$ cat src/rtl/cam_init_seq.sv
// Camera init sequencer: walks a register init table once per camera and issues
// I2C register writes, with table-encoded delays and bounded NACK retries.
module cam_init_seq #(
  parameter int         NUM_ENTRIES = 56,
  parameter int         NUM_CAMS    = 2,
  parameter logic [7:0] SLAVE_ADDR  = 8'h10,
  parameter int         MAX_RETRY   = 3,
  parameter int         DLY_TICKS   = 400,
  localparam int        AW = (NUM_ENTRIES > 1) ? $clog2(NUM_ENTRIES) : 1,
  localparam int        CW = (NUM_CAMS > 1) ? $clog2(NUM_CAMS) : 1
) (
  input  logic                clk400,
  input  logic                reset,
  input  logic                init,
  output logic [AW-1:0]       tbl_addr,
  input  logic [23:0]         tbl_data,
  output logic [CW-1:0]       cam_sel,
  output logic                i2c_req,
  output logic [7:0]          i2c_slave,
  output logic [15:0]         i2c_reg,
  output logic [7:0]          i2c_data,
  input  logic                i2c_done,
  input  logic                i2c_nack,
  output logic [NUM_CAMS-1:0] cam_ready,
  output logic                busy,
  output logic                error
);

  localparam int RW = (MAX_RETRY > 0) ? $clog2(MAX_RETRY + 1) : 1;

  typedef enum logic [3:0] {
    IDLE, FETCH, LOAD, ISSUE, WAIT, DELAY, NEXT, DONE, ERR
  } state_t;

  state_t        state, state_nxt;
  logic          init_p1;
  logic [AW-1:0] entry;
  logic [RW-1:0] retry;
  logic [23:0]   dly_cnt;
  logic          start, last_entry, last_cam, retry_ok, is_delay, zero_delay;

  function automatic logic [23:0] delay_ticks(input logic [7:0] units);
    return 24'(units) * 24'(DLY_TICKS);
  endfunction

  // init_p1 resets high so a level held across reset is not taken as a start
  assign start      = init && !init_p1 && (state == IDLE || state == DONE || state == ERR);
  assign last_entry = (entry == AW'(NUM_ENTRIES - 1));
  assign last_cam   = (cam_sel == CW'(NUM_CAMS - 1));
  assign retry_ok   = (retry < RW'(MAX_RETRY));
  assign is_delay   = (tbl_data[23:8] == 16'hFFFF);
  assign zero_delay = (tbl_data[7:0] == 8'd0);
  assign tbl_addr   = entry;
  assign i2c_slave  = SLAVE_ADDR;

  always_ff @(posedge clk400) begin
    if (reset) state <= IDLE;
    else       state <= state_nxt;
  end

  always_comb begin
    state_nxt = state;
    i2c_req   = 1'b0;
    busy      = 1'b1;
    error     = 1'b0;
    case (state)
      IDLE, DONE: begin
        busy = 1'b0;
        if (start) state_nxt = FETCH;
      end
      ERR: begin
        busy  = 1'b0;
        error = 1'b1;
        if (start) state_nxt = FETCH;
      end
      FETCH: state_nxt = LOAD;
      LOAD: begin
        if (!is_delay)       state_nxt = ISSUE;
        else if (zero_delay) state_nxt = NEXT;
        else                 state_nxt = DELAY;
      end
      ISSUE: begin
        i2c_req   = 1'b1;
        state_nxt = WAIT;
      end
      WAIT: begin
        if (i2c_done) begin
          if (!i2c_nack)     state_nxt = NEXT;
          else if (retry_ok) state_nxt = ISSUE;
          else               state_nxt = ERR;
        end
      end
      DELAY: if (dly_cnt == 24'd0) state_nxt = NEXT;
      NEXT: begin
        if (!last_entry || !last_cam) state_nxt = FETCH;
        else                          state_nxt = DONE;
      end
      default: state_nxt = IDLE;
    endcase
  end

  // sequencing control: entry/camera walk, retries, delay count, completion flags
  always_ff @(posedge clk400) begin
    if (reset) begin
      init_p1   <= 1'b1;
      entry     <= '0;
      cam_sel   <= '0;
      retry     <= '0;
      dly_cnt   <= '0;
      cam_ready <= '0;
    end else begin
      init_p1 <= init;
      case (state)
        IDLE, DONE, ERR: begin
          if (start) begin
            entry     <= '0;
            cam_sel   <= '0;
            retry     <= '0;
            cam_ready <= '0;
          end
        end
        LOAD: if (is_delay && !zero_delay) dly_cnt <= delay_ticks(tbl_data[7:0]) - 24'd1;
        WAIT: begin
          if (i2c_done) begin
            if (!i2c_nack)     retry <= '0;
            else if (retry_ok) retry <= retry + 1'b1;
          end
        end
        DELAY: if (dly_cnt != 24'd0) dly_cnt <= dly_cnt - 24'd1;
        NEXT: begin
          if (!last_entry) begin
            entry <= entry + 1'b1;
          end else begin
            cam_ready[cam_sel] <= 1'b1;
            if (!last_cam) begin
              cam_sel <= cam_sel + 1'b1;
              entry   <= '0;
            end
          end
        end
        default: ;
      endcase
    end
  end

  // write operands: captured from the table word, held through retries
  always_ff @(posedge clk400) begin
    if (state == LOAD) begin
      i2c_reg  <= tbl_data[23:8];
      i2c_data <= tbl_data[7:0];
    end
  end

endmodule

$ cat config.mk
export PLATFORM = sky130hd
export DESIGN_NAME = cam_init_seq
export DESIGN_NICKNAME = d
export VERILOG_FILES = /design/src/rtl/cam_init_seq.sv
export SDC_FILE = /design/constraint.sdc
export NUM_CORES = 1
export LEC_CHECK = 0
export BUFFER_PORTS_ARGS = -buffer_cell sky130_fd_sc_hd__buf_2
export CAP_MARGIN = 15
export CORE_MARGIN = 1.5
export CORE_UTILIZATION = 44
export DETAILED_ROUTE_END_ITERATION = 12
export PLACE_DENSITY = 0.69
export SLEW_MARGIN = 15
export SYNTH_ARGS = -nofsm -noshare
export SYNTH_HDL_FRONTEND = slang
export SYNTH_SLANG_ARGS = --single-unit
$ cat constraint.sdc
create_clock -name clk400 -period 4.9 [get_ports clk400]
set_clock_uncertainty 0.2 [all_clocks]
set_input_delay 0.735 -clock clk400 [delete_from_list [all_inputs] [get_ports clk400]]
set_output_delay 0.735 -clock clk400 [all_outputs]
set_load 0.005 [all_outputs]
# After elaboration in Yosys (flattened, before gate mapping)
# Index checks and enable logic that the tools add are counted.
# word_totals
register_bits	64
elab_cells	93
# classes
n_mul	1
n_lt_le_gt_ge	3
mux	32
add_sub_neg	5
bitwise	1
eq_ne	18
n_reduce_logical	24
# op_table
op	n
$mux W24	2
$pmux W24 S2	1
$pmux W4 S7	1
$logic_not A24 Y1	1
$reduce_bool A24 Y1	1
$sub A24 B1 Y24 const B	1
$mux W4	5
$mux W6	3
$sub A17 B1 Y18 const B	1
$eq A16 B16 Y1 const B	1
$eq A4 B3 Y1 const B	4
$mul A8 B5 Y13 const B	1
$mux W2	6
$pmux W6 S2	1
$reduce_and A3 Y1	4
$ne A2 B2 Y1 const B	5
$eq A4 B2 Y1 const B	2
$logic_not A8 Y1	1
$pmux W2 S2	2
$mux W1	7
$add A6 B1 Y6 const B	1
$eq A6 B6 Y1 const B	1
$mux W3	2
$ne A3 B3 Y1 const B	2
other kinds (18)	28

# Depth between registers and ports, before layout
# depth
ltp_word	7
ltp_mapped	13
depth_no_buf	13

# Worst setup path after synthesis
# OpenSTA, ideal clock, no wires.
# synth_timing
path_type	input to register
from	input port tbl_data[2]
to	register dly_cnt[19]
t_required_ps	4594
arrival_ps	3529
slack_ps	1065
setup_time_ps	106
cell_stages	11
path_cell_list	inv_1 -> ha_1 -> ha_1 -> fa_1 -> ha_1 -> xnor2_1 -> nor4bb_1 -> o21ai_0 -> a211oi_1 -> nand4_1 -> o311ai_0
# synth_between
elab_chain_cells	5
elab_cells_between_ends	9
# synth_rtl
element	line_no	text
start, declared	16	input logic [23:0] tbl_data,
branches (longest 5 deep; another with $sub A17 B1 Y18)	-	
end signal, assigned	122	LOAD: if (is_delay && !zero_delay) dly_cnt <= delay_ticks(tbl_data[7:0]) - 24'd1;
end signal, assigned	129	DELAY: if (dly_cnt != 24'd0) dly_cnt <= dly_cnt - 24'd1;
end, declared	39	logic [23:0] dly_cnt;
# Parallel ways; which one is timed is not known. The select of a mux whose other input is x is not followed.
# A chain may end at the register's enable or synchronous reset.

# Worst setup path in the final report
# layout_timing
from	input port tbl_data[2]
to	register dly_cnt[17]
# The elaborated chain is that of the path after synthesis.

==> results.py <==
metrics = {
    "placement": {
        "postPlaceCellArea_mm2": 0.00456,
        "routabilityCongestion": 0.860,
        "place_inst": 627,
        "post-dp-hpwl_um": 6730,
        "numPortBuffers": 64,
    },
    "sta": {
        "fmax_mhz": 242,
        "fin_crit_ns": 4.14,
        "slew_violations": 0,
        "final_hold_viol_count": 0,
        "grt_setup_unrepaired": "no",
        "final.setup.tns_ns": 0,
        "tightest_slew_ns": 1.10,
        "slew_headroom_pct": 26.6,
        "finalSetupViolations": 0,
        "whs_ns": 0.299,
        "fin_crit_sh_pct": 84.5,
    },
    "power_and_ir_drop": {
        "peakVddDrop_v": 0.000180,
        "power_density_mw_per_mm2": 378,
        "leakagePower_nw": 1.99,
    },
    "floorplan": {
        "pin_count": 73,
        "die-width_um": 101,
        "initial_core_util_pct": 45.3,
        "die_area_mm2": 0.0101,
        "rows": 35,
        "die_h_um": 101,
        "coreArea_mm2": 0.00924,
    },
    "clock_tree": {
        "cts_root_buf": "clkbuf_8",
        "post-cts-setup-buffers": 0,
        "clk_latency_ns": 0.35,
        "cts.sinks": 64,
        "cts_tree": "built",
        "htreeDepth": 3,
        "numCtsBuffers": 9,
        "cts_resized": 0,
        "clock_path_buffers": 2,
        "cts_hold_buf": 0,
        "clkTransAtPathRegs_ns": 0.08,
    },
    "route": {
        "firstDrtPassIters": 4,
        "maxUsedRoutingLayer": "met4",
        "wl_met2_um": 4500,
        "ant_nets": 0,
        "vias": 3646,
        "routed_wl_um": 9440,
        "drt_iter0_markers": 242,
        "drc": 0,
        "drt-met1-wl_um": 4400,
        "wl_met3_um": 402,
        "wl_per_cell_um": 14.7,
        "vias_per_cell": 5.67,
    },
    "logic_synthesis": {
        "synth_top_area_share_pct": 19.1,
        "seq_area_frac_synth_pct": 36.3,
        "synth_top_cell_by_area": "dfxtp_1",
        "synth-edff-count": 24,
        "syn_inst": 452,
        "synth_cell_types": 67,
        "synth_area_mm2": 0.00419,
        "yosys-top-cells-area": "dfxtp_1, edfxtp_1, ha_1",
        "avgSynthCellArea_um2": 9.26,
        "ys.flop_type": "dfxtp_1",
        "ys_ff_latch": 64,
        "ys_warn_count": 0,
        "ys_async_sr_fraction_pct": 0,
    },
    "layout": {
        "register_area_mm2": 0.00152,
        "multi_input_area_mm2": 0.00245,
        "drive_gt1_share_pct": 19.1,
        "final_cells": 643,
        "layout.nets": 579,
        "largest_reg_flops": 24,
        "fill_cells": 870,
        "fin_area_mm2": 0.00481,
        "syn_to_final_growth_pct": 14.8,
        "antennaDiodeCount": 0,
        "final_util_pct": 52.1,
    },
    "global_routing": {
        "grt_overflow_total": 0,
        "grt_pass1_vias": 3435,
        "grt_pass1_wl_um": 15900,
        "grt.total_usage_pct": 19.8,
        "grt_max_degree": 38,
        "antenna_found_initial": 0,
    },
    "job": {
        "cap_violations": 0,
    },
    "critical_path": {
        "cpMostUsedCell": "ha_1",
        "cp_data_required_time_ns": 4.94,
        "worstSetupPathType": "in2reg",
        "end_kind": "flop",
        "crit_arrival_ns": 4.18,
        "slowest_stage": "fa_1",
        "cp-start-kind": "primary input",
        "slowest_delay_ns": 0.46,
        "reg2reg_setup_slack_ns": 1.40,
        "crit_chain": "buf_2 -> inv_1 -> ha_1 -> ha_1 -> fa_1 -> ha_1 -> xnor2_1 -> nor4bb_1 -> o21ai_0 -> a211oi_1 -> nand4_1 -> o311ai_0",
        "critPathMaxFanout": 7,
    },
    "run_status": {
        "outcome": "finished clean",
    },
    "min_path": {
        "hold_path_class": "reg2reg",
    },
}
-- Yosys cell counts, drive strengths merged (2+ instances only) --
cell / count
nor4: 9
a211oi: 8
o21a: 6
o211ai: 14
a2111oi: 3
nor3b: 3
xnor2: 13
a311oi: 3
or4: 5
o22ai: 2
a21o: 4
nand2b: 2
a31oi: 4
or3: 5
nand3: 15
xor2: 5
fa: 3
nor4bb: 2
nand4: 9
mux2i: 4
o21ai: 21
ha: 38
nor2b: 3
a41oi: 2
nor2: 38
nor3: 16
a21oi: 34
buf: 13
nand2: 23
o221ai: 2
clkbuf: 12
conb: 2
or2: 2
edfxtp: 24
and2: 3
o311ai: 5
and4b: 2
dfxtp: 40
and3: 11
inv: 25
-- cells in the final DEF, fill, tap and decap left out, types with 4 or more instances in the layout --
| cell | n |
|---|---|
| dfxtp_1 | 40 |
| edfxtp_1 | 24 |
| nand3_1 | 15 |
| nor4_1 | 6 |
| a211oi_1 | 8 |
| clkbuf_8 | 9 |
| a21o_1 | 4 |
| ha_1 | 38 |
| nand4_1 | 9 |
| o21a_1 | 6 |
| xor2_1 | 5 |
| a21oi_1 | 34 |
| buf_2 | 64 |
| inv_1 | 25 |
| nor3_1 | 16 |
| nand2_1 | 22 |
| mux2i_1 | 4 |
| conb_1 | 8 |
| o211ai_1 | 14 |
| and3_1 | 11 |
| xnor2_1 | 13 |
| nor2_1 | 37 |
| or3_1 | 5 |
| o21ai_0 | 21 |
-- metal layers --
layer,global-route usage (%),vias to the layer above
met5,0,-
li1,-,1793
met3,4.79,11
met1,24.2,1751
met4,7.15,0
met2,33.8,91
-- report_power, final --
part | leakage [nW] | switching [mW] | internal (mW)
registers | 0.544 | 0.0403 | 0.626
clock network | 0.125 | 0.241 | 0.344
logic | 1.32 | 0.335 | 0.229
total | 1.99 | 0.617 | 1.20
-- through the flow --
stage	power (mW)	setup slack, ns
2_1_floorplan	1.10	1.07
3_3_place_gp	1.23	0.598
3_5_place_dp	1.24	0.468
4_1_cts	1.82	0.791
5_1_grt	1.93	0.489
6_report	1.82	0.760
-- final timing paths --
check                           from                        to  depth (start not counted)
max                      tbl_data[2]  dly_cnt[17]$_SDFFE_PP0P_                         12
max reg2reg  dly_cnt[0]$_SDFFE_PP0P_  dly_cnt[22]$_SDFFE_PP0P_                          8
min reg2reg  dly_cnt[8]$_SDFFE_PP0P_   dly_cnt[8]$_SDFFE_PP0P_                          2
min          dly_cnt[8]$_SDFFE_PP0P_   dly_cnt[8]$_SDFFE_PP0P_                          2
-- cells by family after synthesis --
family	share of synthesized area, %
buf+inv	5.65
fa+ha+maj	12.8
other cells	0.179
compound gates	19.7
flops	36.3
mux	0.956
xor+xnor	3.76
simple gates	20.6
-- cell type report --
type                            count  share of cell area, %
Tap cell                          129                   3.36
Clock buffer                        9                   2.58
Clock inverter                      7                   2.60
Inverter                           26                   2.03
Multi-Input combinational cell    343                   51.0
Sequential cell                    64                   31.6
Timing Repair Buffer               65                   6.82
-- critical path: cells and delay by family --
kind                       cells  cell delay, ns
buffers and inverters          2            0.26
AOI/OAI and AO/OA              3            0.76
xor gates and xnor gates       1            0.29
adders and majority gates      4            1.43
and+or+nand+nor                2            0.70
(Power assumes the default switching activity.)
